## src/rtl/seq_step_monitor.sv

```systemverilog
// Step/acknowledge progress monitor: checks codes 1..LAST_STEP arrive in order, each followed by an idle ack.
// Optional macro SEQ_STEP_MON_STRICT_EN adds out-of-order (10) and ack-before-code (11) failure detection.
module seq_step_monitor #(
    parameter int CODE_W      = 6,
    parameter int ACK_W       = 2,
    parameter int ACK_IDLE    = 0,
    parameter int LAST_STEP   = 32,
    parameter int SYNC_STAGES = 2,
    parameter int TMO_W       = 20,
    parameter int TMO_CYCLES  = 200000
) (
    input  logic              clock,
    input  logic              resetb,
    input  logic              start_i,
    input  logic              abort_i,
    input  logic [CODE_W-1:0] code_i,
    input  logic [ACK_W-1:0]  ack_i,
    output logic              busy_o,
    output logic              pass_o,
    output logic              fail_o,
    output logic [1:0]        fail_code_o,
    output logic [CODE_W-1:0] cur_step_o
);

    localparam logic [CODE_W-1:0] LAST_C     = CODE_W'(LAST_STEP);
    localparam logic [ACK_W-1:0]  ACK_IDLE_C = ACK_W'(ACK_IDLE);
    localparam logic [TMO_W-1:0]  TMO_LAST   = TMO_W'(TMO_CYCLES - 1);

    localparam logic [1:0] FC_NONE    = 2'b00;
    localparam logic [1:0] FC_TIMEOUT = 2'b01;
`ifdef SEQ_STEP_MON_STRICT_EN
    localparam logic [1:0] FC_ORDER   = 2'b10;
    localparam logic [1:0] FC_EARLY   = 2'b11;
`endif

    typedef enum logic [2:0] {
        S_IDLE,
        S_WAIT_CODE,
        S_WAIT_ACK,
        S_PASS,
        S_FAIL
    } state_t;

    logic [SYNC_STAGES-1:0][CODE_W-1:0] code_sync_q;
    logic [SYNC_STAGES-1:0][ACK_W-1:0]  ack_sync_q;
    logic [CODE_W-1:0]                  code_prev_q;
    logic [ACK_W-1:0]                   ack_prev_q;

    state_t            state_q, state_d;
    logic [CODE_W-1:0] step_q, step_d;
    logic [TMO_W-1:0]  tmo_q, tmo_d;
    logic [1:0]        fail_code_q, fail_code_d;

    logic [CODE_W-1:0] code_s;
    logic [ACK_W-1:0]  ack_s;
    logic              code_stable;
    logic              ack_stable;
    logic              code_match;
    logic              ack_done;
    logic              tmo_expired;
    logic [TMO_W-1:0]  tmo_inc;

    always_ff @(posedge clock or negedge resetb) begin
        if (!resetb) begin
            code_sync_q <= '0;
            ack_sync_q  <= '0;
            code_prev_q <= '0;
            ack_prev_q  <= '0;
        end else begin
            code_sync_q <= {code_sync_q[SYNC_STAGES-2:0], code_i};
            ack_sync_q  <= {ack_sync_q[SYNC_STAGES-2:0], ack_i};
            code_prev_q <= code_sync_q[SYNC_STAGES-1];
            ack_prev_q  <= ack_sync_q[SYNC_STAGES-1];
        end
    end

    // A value only counts once it has been seen on two consecutive cycles.
    assign code_s      = code_sync_q[SYNC_STAGES-1];
    assign ack_s       = ack_sync_q[SYNC_STAGES-1];
    assign code_stable = (code_s == code_prev_q);
    assign ack_stable  = (ack_s == ack_prev_q);
    assign code_match  = code_stable && (code_s == step_q);
    assign ack_done    = ack_stable && (ack_s == ACK_IDLE_C);
    assign tmo_expired = (tmo_q >= TMO_LAST);
    assign tmo_inc     = (tmo_q == '1) ? tmo_q : tmo_q + 1'b1;

    always_ff @(posedge clock or negedge resetb) begin
        if (!resetb) begin
            state_q     <= S_IDLE;
            step_q      <= '0;
            tmo_q       <= '0;
            fail_code_q <= FC_NONE;
        end else begin
            state_q     <= state_d;
            step_q      <= step_d;
            tmo_q       <= tmo_d;
            fail_code_q <= fail_code_d;
        end
    end

    always_comb begin
        state_d     = state_q;
        step_d      = step_q;
        tmo_d       = tmo_q;
        fail_code_d = fail_code_q;
        if (abort_i) begin
            state_d     = S_IDLE;
            step_d      = '0;
            tmo_d       = '0;
            fail_code_d = FC_NONE;
        end else if (start_i) begin
            state_d     = S_WAIT_CODE;
            step_d      = CODE_W'(1);
            tmo_d       = '0;
            fail_code_d = FC_NONE;
        end else begin
            case (state_q)
                S_WAIT_CODE: begin
                    tmo_d = tmo_inc;
                    if (code_match) begin
                        state_d = S_WAIT_ACK;
                        tmo_d   = '0;
`ifdef SEQ_STEP_MON_STRICT_EN
                    // The previous step's code may still be held while the source moves on.
                    end else if (code_stable && (code_s != '0) &&
                                 (code_s != step_q - CODE_W'(1))) begin
                        state_d     = S_FAIL;
                        fail_code_d = FC_ORDER;
`endif
                    end else if (tmo_expired) begin
                        state_d     = S_FAIL;
                        fail_code_d = FC_TIMEOUT;
                    end
                end
                S_WAIT_ACK: begin
                    tmo_d = tmo_inc;
                    if (ack_done) begin
                        if (step_q == LAST_C) begin
                            state_d = S_PASS;
                        end else begin
                            state_d = S_WAIT_CODE;
                            step_d  = step_q + CODE_W'(1);
                            tmo_d   = '0;
                        end
`ifdef SEQ_STEP_MON_STRICT_EN
                    end else if (code_stable && (code_s != step_q)) begin
                        state_d     = S_FAIL;
                        fail_code_d = FC_EARLY;
`endif
                    end else if (tmo_expired) begin
                        state_d     = S_FAIL;
                        fail_code_d = FC_TIMEOUT;
                    end
                end
                default: begin
                    state_d = state_q;
                end
            endcase
        end
    end

    always_comb begin
        busy_o      = (state_q == S_WAIT_CODE) || (state_q == S_WAIT_ACK);
        pass_o      = (state_q == S_PASS);
        fail_o      = (state_q == S_FAIL);
        fail_code_o = fail_code_q;
        cur_step_o  = step_q;
    end

endmodule

```

## config.mk

```make
export PLATFORM = sky130hd
export DESIGN_NAME = seq_step_monitor
export DESIGN_NICKNAME = d
export VERILOG_FILES = /design/src/rtl/seq_step_monitor.sv
export SDC_FILE = /design/constraint.sdc
export NUM_CORES = 1
export LEC_CHECK = 0
export CAP_MARGIN = 20
export CORE_ASPECT_RATIO = 1.4
export CORE_MARGIN = 3
export CORE_UTILIZATION = 55
export CTS_CLUSTER_SIZE = 10
export DETAILED_ROUTE_END_ITERATION = 8
export DONT_BUFFER_PORTS = 1
export MAX_ROUTING_LAYER = met4
export PLACE_DENSITY_LB_ADDON = 0.15
export SETUP_SLACK_MARGIN = 0.15
export SLEW_MARGIN = 20
export SYNTH_ARGS = -nofsm -noshare
export SYNTH_HDL_FRONTEND = slang
export SYNTH_SLANG_ARGS = --single-unit
```

## constraint.sdc

```tcl
create_clock -name clock -period 4.55 [get_ports clock]
set_clock_uncertainty 0.2 [all_clocks]
set_input_delay 0.91 -clock clock [delete_from_list [all_inputs] [get_ports clock]]
set_output_delay 0.91 -clock clock [all_outputs]
set_load 0.03 [all_outputs]
```

==> results of run 1 <==
[final cells by class]
type / count / area, sq um / share of cell area
flip-flops and latches: 54 / 1351 / 0.4938
multi-input cells: 174 / 1156 / 0.4225
well taps: 60 / 75.07 / 0.02743
clock buffers: 5 / 68.82 / 0.02515
clock inverters: 3 / 43.79 / 0.01600
inverters: 11 / 41.29 / 0.01509
[sequential cells by signal, summed over array words and instances, names as in the netlist, 2 cells and up]
| signal | count |
|---|---|
| code_prev_q | 6 |
| ack_sync_q | 2 |
| tmo_q | 20 |
| code_sync_q | 6 |
| code_s | 6 |
| cur_step_o | 6 |
| ack_s | 2 |
| state_q | 3 |
| ack_prev_q | 2 |
[worst paths after layout]
check                                          startpoint                         to  slack [ns]  depth (start not counted)
max in group asynchronous                          resetb     state_q[0]$_DFFE_PN0N_        3.96                          0
worst min register to register   code_sync_q[3]$_DFF_PN0_        code_s[3]$_DFF_PN0_        0.15                          0
worst max-delay path               state_q[2]$_DFFE_PN0N_                     fail_o        1.78                          1
worst max register to register  cur_step_o[3]$_DFFE_PN0P_      tmo_q[16]$_DFFE_PN0N_        1.91                          5
worst min-delay path                               resetb  cur_step_o[4]$_DFFE_PN0P_        0.08                          0
min in group clock               code_sync_q[3]$_DFF_PN0_        code_s[3]$_DFF_PN0_        0.15                          0
[report_power, final]
part	leakage, nW	switching [mW]	internal (mW)
combinational	0.381	0.0236	0.0113
sequential	0.695	0.0119	0.494
clock	0.0585	0.158	0.165
[layout by cell type (no fill, tap or decap), types with 2 or more instances in the layout]
| cell type | instances |
|---|---|
| a31o_2 | 2 |
| and2_1 | 4 |
| nand2_1 | 9 |
| mux2i_1 | 2 |
| inv_1 | 11 |
| nor3b_1 | 2 |
| a31oi_1 | 8 |
| ha_1 | 3 |
| nor3_1 | 6 |
| nand4_1 | 4 |
| o211ai_1 | 3 |
| or4_1 | 2 |
| or3_1 | 12 |
| dfrtp_1 | 54 |
| o211a_1 | 3 |
| o21a_1 | 2 |
| clkbuf_8 | 5 |
| nor2b_1 | 2 |
| a211oi_1 | 4 |
| o22ai_1 | 2 |
| xnor2_1 | 9 |
| and3_1 | 3 |
| o21ai_1 | 4 |
| nor4_1 | 8 |
| xor2_1 | 3 |
| o21ai_0 | 5 |
| a21oi_1 | 6 |
| nor2_1 | 20 |
| o22a_1 | 3 |
| nand3_1 | 15 |
[stage by stage]
stage	std cells	area (sq um)	utilization	setup slack [ns]
floorplan	246	2587	-	2.232
global placement	299	2618	0.5977	1.972
detailed placement	299	2618	0.5977	1.944
CTS	307	2730	0.6234	1.765
global route	307	2736	0.6249	1.708
finish	307	2736	0.6249	1.782
[cells by family after synthesis]
logic type / Yosys count / share of synthesized area
fa+ha+maj: 3 / 0.01451
buf+inv: 18 / 0.03336
other cells: 1 / 0.001449
compound gates: 57 / 0.1615
flops: 54 / 0.5222
xor+xnor: 12 / 0.04062
simple gates: 99 / 0.2186
mux: 2 / 0.007737
[synth_stat cells (all sizes together) (3+ instances only)]
cell	count
nor4	9
nor3	6
or3	12
o21ai	9
buf	5
nand3	16
or4	3
dfrtp	54
and2	4
xor2	3
o211a	3
nand2	10
a21oi	6
o211ai	4
ha	3
a31oi	8
inv	11
a211oi	4
nand4	5
and3	4
nor2	20
o22a	3
xnor2	9
[routing by layer]
layer | global-route usage | vias to the layer above | share of wire
li1 | - | 923 | -
met1 | 0.2772 | 954 | 0.44
met2 | 0.3537 | 51 | 0.50
met3 | 0.04780 | 5 | 0.042
met4 | 0.07073 | 0 | 0.013
met5 | - | - | 0
==> impl_metrics.prom, run 1 <==
# TYPE chip_impl_metric gauge
chip_impl_info{name="worst_path_dominant_cell_family",value="simple AND/OR/NAND/NOR gates"} 1
chip_impl_metric{name="num_vias",unit=""} 1933
chip_impl_metric{name="grt_max_degree",unit=""} 55
chip_impl_metric{name="yosysSeqAreaShare",unit=""} 0.5222
chip_impl_metric{name="clk_pin_slew",unit="ns"} 0.10
chip_impl_metric{name="post_synthesis_instance_area",unit="sq um"} 2587
chip_impl_metric{name="avgRoutedWirePerCell",unit="microns"} 17.50
chip_impl_metric{name="detail_route.wirelength",unit="mm"} 5.373
chip_impl_metric{name="setup_viol",unit=""} 0
chip_impl_info{name="critPathLaunchType",value="flip-flop"} 1
chip_impl_info{name="clk_root_buffer_cell",value="clkbuf_8"} 1
chip_impl_metric{name="fmax",unit="MHz"} 361.2
chip_impl_metric{name="cts_inserted_buffers",unit=""} 5
chip_impl_metric{name="leakage",unit="nW"} 1.134
chip_impl_metric{name="grt_pass1_wl",unit="mm"} 9.059
chip_impl_info{name="critical-path-slowest-cell",value="nor3b_1"} 1
chip_impl_metric{name="synth_top_area_share",unit=""} 0.5222
chip_impl_info{name="hold_path.class",value="in2async"} 1
chip_impl_info{name="synth_area_leader_cell",value="dfrtp_1"} 1
chip_impl_metric{name="post_synthesis_sequential_element_count",unit=""} 54
chip_impl_metric{name="core_area",unit="sq um"} 4379
chip_impl_info{name="crit_type",value="reg2out"} 1
chip_impl_metric{name="dr_pass1_iterations",unit=""} 4
chip_impl_metric{name="critPathMaxStageDelay",unit="ns"} 0.84
chip_impl_metric{name="drv.max_cap_violation_count",unit=""} 0
chip_impl_metric{name="flow.area_growth_from_synthesis",unit="%"} 5.754
chip_impl_metric{name="max_slew_margin",unit=""} 0.3428
chip_impl_metric{name="post_synth.cell_area_avg",unit="sq um"} 10.52
chip_impl_metric{name="syn-instance-count",unit=""} 246
chip_impl_metric{name="placement_rows",unit=""} 28
chip_impl_info{name="tritoncts",value="done"} 1
chip_impl_info{name="synth_ff_type",value="dfrtp_1"} 1
chip_impl_metric{name="overflow",unit=""} 0
chip_impl_metric{name="clkLatencyLatePin",unit="ns"} 0.31
chip_impl_metric{name="gpl_congestion",unit=""} 0.8443
chip_impl_metric{name="worstMarginPinSlew",unit="ns"} 0.9837
chip_impl_metric{name="async_flop_share",unit=""} 1.000
chip_impl_metric{name="power.density",unit="nW/um^2"} 315.7
chip_impl_metric{name="clock_path_buffers",unit=""} 2
chip_impl_metric{name="synth_edf_count",unit=""} 0
chip_impl_metric{name="yosys.cell_types.count",unit=""} 61
chip_impl_metric{name="cp_data_required_time",unit="ns"} 3.44
chip_impl_info{name="rsz_0062_raised_after_global_routing",value="false"} 1
chip_impl_metric{name="count_of_input_and_output_buffers",unit=""} 0
chip_impl_metric{name="final_nets",unit=""} 261
chip_impl_metric{name="grt_antenna_before_repair",unit=""} 0
chip_impl_metric{name="cts_hold_buffers",unit=""} 0
chip_impl_metric{name="htree_num_levels",unit=""} 2
chip_impl_metric{name="die_w",unit="microns"} 63.97
chip_impl_metric{name="die_height",unit="microns"} 87.16
chip_impl_metric{name="finalMaxSlewViolations",unit=""} 0
chip_impl_metric{name="crit_buf_inv",unit=""} 0
chip_impl_metric{name="route.detailed.vias_per_inst",unit=""} 6.296
chip_impl_metric{name="post-cts-setup-buffer-count",unit=""} 0
chip_impl_metric{name="grt_use_total",unit=""} 0.2199
chip_impl_metric{name="antenna-diode-count",unit=""} 0
chip_impl_metric{name="drive_gt1_frac",unit=""} 0.08097
chip_impl_metric{name="number_of_global_route_vias_before_repair",unit=""} 1835
chip_impl_metric{name="n_fill_cell",unit=""} 380
chip_impl_metric{name="place_hpwl",unit="mm"} 3.795
chip_impl_metric{name="cts.sinks",unit=""} 54
chip_impl_metric{name="post_cts.resized_instances",unit=""} 0
chip_impl_metric{name="finalHoldWorstSlack",unit="ns"} 0.08203
chip_impl_info{name="status",value="finished clean"} 1
chip_impl_metric{name="ir_worst_vdd",unit="uV"} 292.6
chip_impl_metric{name="fin_crit",unit="ns"} 2.768
chip_impl_metric{name="report.power.total",unit="mW"} 0.8638
chip_impl_info{name="yosys-top-cells-area",value="dfrtp_1, xnor2_1, nand3_1, nor2_1, or3_1"} 1
chip_impl_metric{name="io_pins",unit=""} 23
chip_impl_metric{name="ant_nets",unit=""} 0
chip_impl_info{name="cp-end-kind",value="output pin"} 1
chip_impl_metric{name="route.detailed.drc",unit=""} 0
chip_impl_metric{name="floorplan.initialDensity",unit=""} 0.5909
chip_impl_metric{name="floorplan.die_area",unit="sq um"} 5575
chip_impl_metric{name="tns",unit="ns"} 0
chip_impl_metric{name="ys.warnings.count",unit=""} 0
chip_impl_metric{name="fin_crit_sh",unit=""} 0.6084
chip_impl_info{name="crit_path_cell_trace",value="nor3b_1"} 1
chip_impl_metric{name="path_max_fanout",unit=""} 9
chip_impl_metric{name="mappedNetlistNets",unit=""} 261
chip_impl_metric{name="timing.critical_path.arrival",unit="ns"} 1.66
chip_impl_metric{name="hold_violations",unit=""} 0
chip_impl_metric{name="detail_route.iter0.violations",unit=""} 82
Note: power is estimated with default switching activity, not from simulation.
==> inputs of run 2 (changes only) <==
clock period = 2.4 ns   (was 4.55 ns; I/O delays follow)
==> impl_metrics.prom, run 2 (same netlist as run 1, synthesis figures left out) <==
# TYPE chip_impl_metric gauge
chip_impl_metric{name="timing.critical_path.arrival",unit="ns"} 2.24
chip_impl_metric{name="route.met2.wl",unit="mm"} 3.168
chip_impl_metric{name="count_of_input_and_output_buffers",unit=""} 0
chip_impl_info{name="critical-path-slowest-cell",value="dfrtp_2"} 1
chip_impl_metric{name="cts.sinks",unit=""} 54
chip_impl_metric{name="share_seq_of_total_power",unit=""} 0.576
chip_impl_info{name="critPathLaunchType",value="flip-flop"} 1
chip_impl_metric{name="tns",unit="ns"} 0
chip_impl_info{name="hold_path.class",value="in2reg"} 1
chip_impl_metric{name="route.detailed.vias_per_inst",unit=""} 6.241
chip_impl_info{name="crit_type",value="reg2reg"} 1
chip_impl_metric{name="wl_met1",unit="mm"} 2.341
chip_impl_info{name="min-delay-start",value="abort_i"} 1
chip_impl_metric{name="crit_buf_inv",unit=""} 2
chip_impl_metric{name="max_slew_margin",unit=""} 0.6390
chip_impl_metric{name="drive_gt1_frac",unit=""} 0.2388
chip_impl_metric{name="dr_pass1_iterations",unit=""} 5
chip_impl_info{name="final_common_cell",value="dfrtp_1"} 1
chip_impl_metric{name="die_height",unit="microns"} 87.16
chip_impl_metric{name="int_pwr",unit="mW"} 1.237
chip_impl_metric{name="finalMaxSlewViolations",unit=""} 0
chip_impl_info{name="crit_path_cell_trace",value="or3_1 -> a222oi_1 -> buf_4 -> a31oi_4 -> buf_6 -> a31oi_1 -> nor2b_2"} 1
chip_impl_metric{name="clock_path_buffers",unit=""} 2
chip_impl_metric{name="overflow",unit=""} 0
chip_impl_info{name="status",value="finished clean"} 1
chip_impl_metric{name="ant_nets",unit=""} 0
chip_impl_metric{name="netSwitchingPower",unit="mW"} 0.4181
chip_impl_metric{name="largest_register_ffs",unit=""} 20
chip_impl_metric{name="io_pins",unit=""} 23
chip_impl_info{name="rsz_0062_raised_after_global_routing",value="true"} 1
chip_impl_metric{name="route.detailed.drc",unit=""} 0
chip_impl_metric{name="report.power.total",unit="mW"} 1.655
chip_impl_metric{name="number_of_global_route_vias_before_repair",unit=""} 2100
chip_impl_metric{name="grt_use_total",unit=""} 0.2395
chip_impl_metric{name="fin_crit",unit="ns"} 2.232
chip_impl_info{name="maxUsedRoutingLayer",value="met4"} 1
chip_impl_metric{name="drv.max_cap_violation_count",unit=""} 0
chip_impl_info{name="cp-end-kind",value="flip-flop"} 1
chip_impl_info{name="clk_root_buffer_cell",value="clkbuf_8"} 1
chip_impl_info{name="worst_path_dominant_cell_family",value="compound AO/OA/AOI/OAI gates"} 1
chip_impl_metric{name="fmax",unit="MHz"} 448.0
chip_impl_metric{name="clockPowerShare",unit=""} 0.333
chip_impl_metric{name="final_nets",unit=""} 303
chip_impl_metric{name="clkLatencyLatePin",unit="ns"} 0.32
chip_impl_metric{name="cts_inserted_buffers",unit=""} 5
chip_impl_info{name="worstSetupStartpoint",value="cur_step_o[4]$_DFFE_PN0P_"} 1
chip_impl_metric{name="grt_antenna_before_repair",unit=""} 0
chip_impl_metric{name="htree_num_levels",unit=""} 2
chip_impl_metric{name="detail_route.wirelength",unit="mm"} 6.139
chip_impl_metric{name="path_max_fanout",unit=""} 6
chip_impl_metric{name="wl_met3",unit="microns"} 452
chip_impl_metric{name="die_w",unit="microns"} 63.97
chip_impl_metric{name="finalInstanceArea",unit="sq um"} 3182
chip_impl_metric{name="place_hpwl",unit="mm"} 3.910
chip_impl_metric{name="avgRoutedWirePerCell",unit="microns"} 17.59
chip_impl_metric{name="fin_crit_sh",unit=""} 0.9302
chip_impl_metric{name="antenna-diode-count",unit=""} 0
chip_impl_info{name="reg2reg_from",value="cur_step_o[4]$_DFFE_PN0P_"} 1
chip_impl_info{name="top_register",value="tmo_q"} 1
chip_impl_info{name="tritoncts",value="done"} 1
chip_impl_metric{name="gpl_congestion",unit=""} 0.8906
chip_impl_metric{name="flow.area_growth_from_synthesis",unit="%"} 22.97
chip_impl_metric{name="switching_share",unit=""} 0.2526
chip_impl_metric{name="placement_rows",unit=""} 28
chip_impl_info{name="final_cell_mix",value="dfrtp_1, buf_4, nor2_1, nand3_1, or3_1"} 1
chip_impl_metric{name="critPathMaxStageDelay",unit="ns"} 0.44
chip_impl_metric{name="num_vias",unit=""} 2178
chip_impl_metric{name="hold_violations",unit=""} 0
chip_impl_metric{name="combinationalPowerShare",unit=""} 0.090
chip_impl_metric{name="setup_viol",unit=""} 0
chip_impl_metric{name="worstMarginPinSlew",unit="ns"} 0.5366
chip_impl_metric{name="cp_data_required_time",unit="ns"} 2.41
chip_impl_metric{name="detailed_place.area",unit="sq um"} 2781
chip_impl_metric{name="power.density",unit="nW/um^2"} 520.2
chip_impl_metric{name="core_area",unit="sq um"} 4379
chip_impl_metric{name="clk_pin_slew",unit="ns"} 0.10
chip_impl_metric{name="leakage",unit="nW"} 1.333
chip_impl_metric{name="floorplan.die_area",unit="sq um"} 5575
chip_impl_metric{name="floorplan.initialDensity",unit=""} 0.5909
chip_impl_metric{name="ir_worst_vdd",unit="uV"} 573.2
chip_impl_metric{name="grt_pass1_wl",unit="mm"} 9.956
chip_impl_metric{name="detail_route.iter0.violations",unit=""} 131
chip_impl_metric{name="grt_max_degree",unit=""} 55
-- run 2: cell count changes in the layout (fill, tap and decap cells not counted), sizes merged --
cell	change
dlygate4sd3	+10
buf	+30
clkinvlp	+1
a31o	+1
clkbuf	+1
or4	+1
clkinv	-1
bufinv	-1
-- run 2: layout make-up --
type                            instances  area, sq um
Sequential cell                        54         1355
Clock buffer                            6        82.58
Inverter                               11        41.29
Fill cell                             326         1197
Tap cell                               60        75.07
Multi-Input combinational cell        176         1259
Timing Repair Buffer                   40        352.8
Clock inverter                          2        16.27
-- run 2: through the flow --
step | setup slack [ns] | utilization | hold slack, ns | instances
detailed placement | 0.06723 | 0.6351 | -0.01420 | 319
global placement | 0.1463 | 0.6351 | -0.01440 | 319
global route | 0.09218 | 0.7266 | 0.001926 | 349
finish | 0.1676 | 0.7266 | 0.003176 | 349
CTS | 0.1430 | 0.6943 | 0.0005176 | 340
floorplan | 0.1430 | - | -0.01559 | 246
-- run 2: power groups by stage --
stage	Sequential (mW)	Combinational, mW	Clock [mW]
3_5_place_dp	0.973	0.0808	0
6_report	0.954	0.150	0.552
4_1_cts	0.951	0.129	0.571
3_3_place_gp	0.971	0.0786	0
2_1_floorplan	0.971	0.0591	0
5_1_grt	0.957	0.164	0.594
-- run 2: worst paths after layout --
check	endpoint	slack [ns]	cells past startpoint
setup / recovery	tmo_q[7]$_DFFE_PN0N_	0.17	7
hold / removal	state_q[0]$_DFFE_PN0N_	0.003	1
setup reg to reg	tmo_q[7]$_DFFE_PN0N_	0.17	7
hold reg to reg	code_s[0]$_DFF_PN0_	0.14	0
max in group asynchronous	cur_step_o[0]$_DFFE_PN0P_	1.28	2
min in group asynchronous	code_prev_q[4]$_DFF_PN0_	0.47	2
-- run 2: what timing repair did --
action | CTS | global route
hold buffers | 11 | 0
resized for setup | 2 | 19
setup endpoints to repair | 5 | 24
endpoints found under the hold margin | 63 | 0
cloned | 0 | 3
buffers inserted | 2 | 6
pin swaps | 0 | 11
-- run 2: layer usage --
metal	GRT usage	up-vias
met4	0.1081	0
met5	-	-
met3	0.05168	15
met1	0.2814	1050
met2	0.3932	98
li1	-	1015
==> inputs of run 3 (changes only) <==
ABC_AREA = 1   (was unset)
CELL_PAD_IN_SITES_DETAIL_PLACEMENT = 0   (was unset)
CELL_PAD_IN_SITES_GLOBAL_PLACEMENT = 1   (was unset)
CORE_UTILIZATION = 47   (was 55)
clock period = 2.1 ns   (was 2.4 ns; I/O delays follow)
==> impl_metrics.prom, run 3 <==
# TYPE chip_impl_metric gauge
chip_impl_metric{name="fin_crit",unit="ns"} 1.908
chip_impl_info{name="hold_path.class",value="in2reg"} 1
chip_impl_metric{name="die_w",unit="microns"} 71.69
chip_impl_metric{name="tns",unit="ns"} 0
chip_impl_metric{name="cp_data_required_time",unit="ns"} 2.11
chip_impl_info{name="synth_area_leader_cell",value="dfrtp_1"} 1
chip_impl_metric{name="antenna-diode-count",unit=""} 0
chip_impl_metric{name="detail_route.wirelength",unit="mm"} 6.545
chip_impl_metric{name="floorplan.die_area",unit="sq um"} 7022
chip_impl_metric{name="final-instance-count-excl-fill",unit=""} 469
chip_impl_metric{name="count_of_input_and_output_buffers",unit=""} 0
chip_impl_metric{name="clock_path_buffers",unit=""} 2
chip_impl_metric{name="dr_pass1_iterations",unit=""} 4
chip_impl_metric{name="drv.max_cap_violation_count",unit=""} 0
chip_impl_metric{name="clkLatencyLatePin",unit="ns"} 0.32
chip_impl_metric{name="flow.area_growth_from_synthesis",unit="%"} 20.45
chip_impl_metric{name="ir_worst_vdd",unit="uV"} 349.0
chip_impl_info{name="cp-end-kind",value="flip-flop"} 1
chip_impl_metric{name="cts_inserted_buffers",unit=""} 5
chip_impl_metric{name="clk_pin_slew",unit="ns"} 0.11
chip_impl_metric{name="placement_rows",unit=""} 32
chip_impl_metric{name="gpl_congestion",unit=""} 0.8597
chip_impl_metric{name="ant_nets",unit=""} 0
chip_impl_metric{name="core_area",unit="sq um"} 5685
chip_impl_metric{name="placed_cells_incl_taps",unit=""} 440
chip_impl_metric{name="syn-instance-count",unit=""} 359
chip_impl_metric{name="place_hpwl",unit="mm"} 4.826
chip_impl_info{name="yosys-top-cells-area",value="dfrtp_1, nand2_1, nor2_1, inv_1, nand3_1"} 1
chip_impl_metric{name="timing.critical_path.arrival",unit="ns"} 1.92
chip_impl_info{name="final_common_cell",value="nand2_1"} 1
chip_impl_metric{name="cts.sinks",unit=""} 54
chip_impl_metric{name="fin_util",unit=""} 0.6015
chip_impl_metric{name="die_height",unit="microns"} 97.96
chip_impl_metric{name="hold_violations",unit=""} 0
chip_impl_info{name="clk_root_buffer_cell",value="clkbuf_8"} 1
chip_impl_metric{name="overflow",unit=""} 0
chip_impl_metric{name="final_nets",unit=""} 415
chip_impl_info{name="synth_ff_type",value="dfrtp_1"} 1
chip_impl_metric{name="fin_crit_sh",unit=""} 0.9088
chip_impl_metric{name="detail_route.iter0.violations",unit=""} 106
chip_impl_metric{name="mappedNetlistNets",unit=""} 374
chip_impl_info{name="post-synth-top-count-cell",value="nand2_1"} 1
chip_impl_info{name="final_cell_mix",value="nand2_1, dfrtp_1, inv_1, nor2_1"} 1
chip_impl_metric{name="grt_antenna_before_repair",unit=""} 0
chip_impl_info{name="rsz_0062_raised_after_global_routing",value="true"} 1
chip_impl_metric{name="num_vias",unit=""} 2400
chip_impl_metric{name="route.detailed.drc",unit=""} 0
chip_impl_metric{name="grt_use_total",unit=""} 0.2108
chip_impl_metric{name="avgRoutedWirePerCell",unit="microns"} 13.96
chip_impl_info{name="tritoncts",value="done"} 1
chip_impl_metric{name="path_max_fanout",unit=""} 8
chip_impl_info{name="critPathLaunchType",value="flip-flop"} 1
chip_impl_metric{name="number_of_global_route_vias_before_repair",unit=""} 2465
chip_impl_metric{name="io_pins",unit=""} 23
chip_impl_info{name="crit_type",value="reg2reg"} 1
chip_impl_info{name="top_cells_by_count_synth",value="nand2_1, dfrtp_1, nor2_1"} 1
chip_impl_metric{name="finalMaxSlewViolations",unit=""} 0
chip_impl_metric{name="ys.warnings.count",unit=""} 0
chip_impl_metric{name="htree_num_levels",unit=""} 2
chip_impl_metric{name="async_flop_share",unit=""} 1.000
chip_impl_metric{name="post_synthesis_instance_area",unit="sq um"} 2839
chip_impl_metric{name="grt_pass1_wl",unit="mm"} 11.30
chip_impl_metric{name="yosys.cell_types.count",unit=""} 33
chip_impl_info{name="status",value="finished clean"} 1
chip_impl_metric{name="post_synthesis_sequential_element_count",unit=""} 54
chip_impl_metric{name="post_synth.cell_area_avg",unit="sq um"} 7.908
chip_impl_metric{name="route.detailed.vias_per_inst",unit=""} 5.117
chip_impl_metric{name="power.density",unit="nW/um^2"} 557.5
chip_impl_metric{name="floorplan.initialDensity",unit=""} 0.4993
chip_impl_metric{name="synth_edf_count",unit=""} 0
chip_impl_metric{name="leakage",unit="nW"} 1.579
chip_impl_metric{name="setup_viol",unit=""} 0
chip_impl_metric{name="synth_top_area_share",unit=""} 0.4760
chip_impl_info{name="top_register",value="tmo_q"} 1
chip_impl_metric{name="fmax",unit="MHz"} 524.0
chip_impl_metric{name="largest_register_ffs",unit=""} 20
chip_impl_metric{name="yosysSeqAreaShare",unit=""} 0.4760
chip_impl_metric{name="drive_gt1_frac",unit=""} 0.2195
chip_impl_metric{name="grt_max_degree",unit=""} 55
==> run 3: path summary, 6_finish.rpt <==
kind                                         start                   endpoint  slack, ns  cells after the start
max                           tmo_q[1]$_DFFE_PN0N_      tmo_q[15]$_DFFE_PN0N_       0.19                     10
max in group asynchronous                   resetb       tmo_q[0]$_DFFE_PN0N_       1.04                      2
min                                        abort_i  cur_step_o[4]$_DFFE_PN0P_       0.06                      3
min in group asynchronous                   resetb    ack_prev_q[0]$_DFF_PN0_       0.40                      2
max reg2reg                   tmo_q[1]$_DFFE_PN0N_      tmo_q[15]$_DFFE_PN0N_       0.19                     10
min reg2reg                ack_sync_q[0]$_DFF_PN0_         ack_s[0]$_DFF_PN0_       0.16                      0
==> run 3: kinds of logic after synthesis <==
logic type,synth area share
AND/OR/NAND/NOR,0.3253
buffers and inverters,0.08329
flip-flops,0.4760
AO/OA/AOI/OAI,0.07625
XOR/XNOR,0.02468
adder cells (fa/ha/maj),0.01322
other,0.001321
==> run 3: timing repair <==
item | CTS | global route
buffers inserted | 3 | 8
setup endpoints to repair | 17 | 22
gates resized for setup | 2 | 27
hold buffers | 10 | 0
hold endpoints to repair | 62 | 0
pin swaps | 1 | 8
==> run 3: per-layer routing <==
layer,track usage,share of wire,up-vias
li1,-,-,1224
met2,0.3761,0.55,28
met4,0.07815,0.019,0
met3,0.03708,0.027,10
met5,-,0,-
met1,0.2286,0.40,1138
==> run 3: metrics by stage <==
stage               setup WS (ns)  area [sq um]  power, mW  hold slack, ns
detailed placement        0.01939          3024      1.241        -0.07443
CTS                        0.1575          3268      1.915         0.05775
finish                     0.1915          3420      1.906         0.05820
floorplan                  0.2569          2839      1.197        -0.07559
global placement         0.002080          3024      1.240        -0.07445
global route               0.1023          3420      2.001         0.05101
==> run 3: worst max-delay path, cell delays in order (launching register included) <==
cell,delay (ns)
dfrtp_1,0.40
ha_4,0.17
nand2_4,0.07
nor2_4,0.14
nand2_4,0.08
nor3_4,0.20
nand2_2,0.12
nand2_4,0.18
nor2_4,0.05
o21ai_2,0.15
nor2_2,0.04
==> run 3: final cells by class <==
type | instances | area [sq um]
fillers | 544 | 2266
flip-flops and latches | 54 | 1359
multi-input cells | 246 | 1334
repair buffers | 38 | 335.3
inverters | 55 | 209.0
well taps | 68 | 85.08
clock buffers | 5 | 68.82
clock inverters | 3 | 28.78
==> run 3: where the power goes <==
part,internal (mW),total (mW),switching (mW)
logic,0.0763,0.192,0.116
registers,1.07,1.09,0.0220
clock network,0.248,0.620,0.372
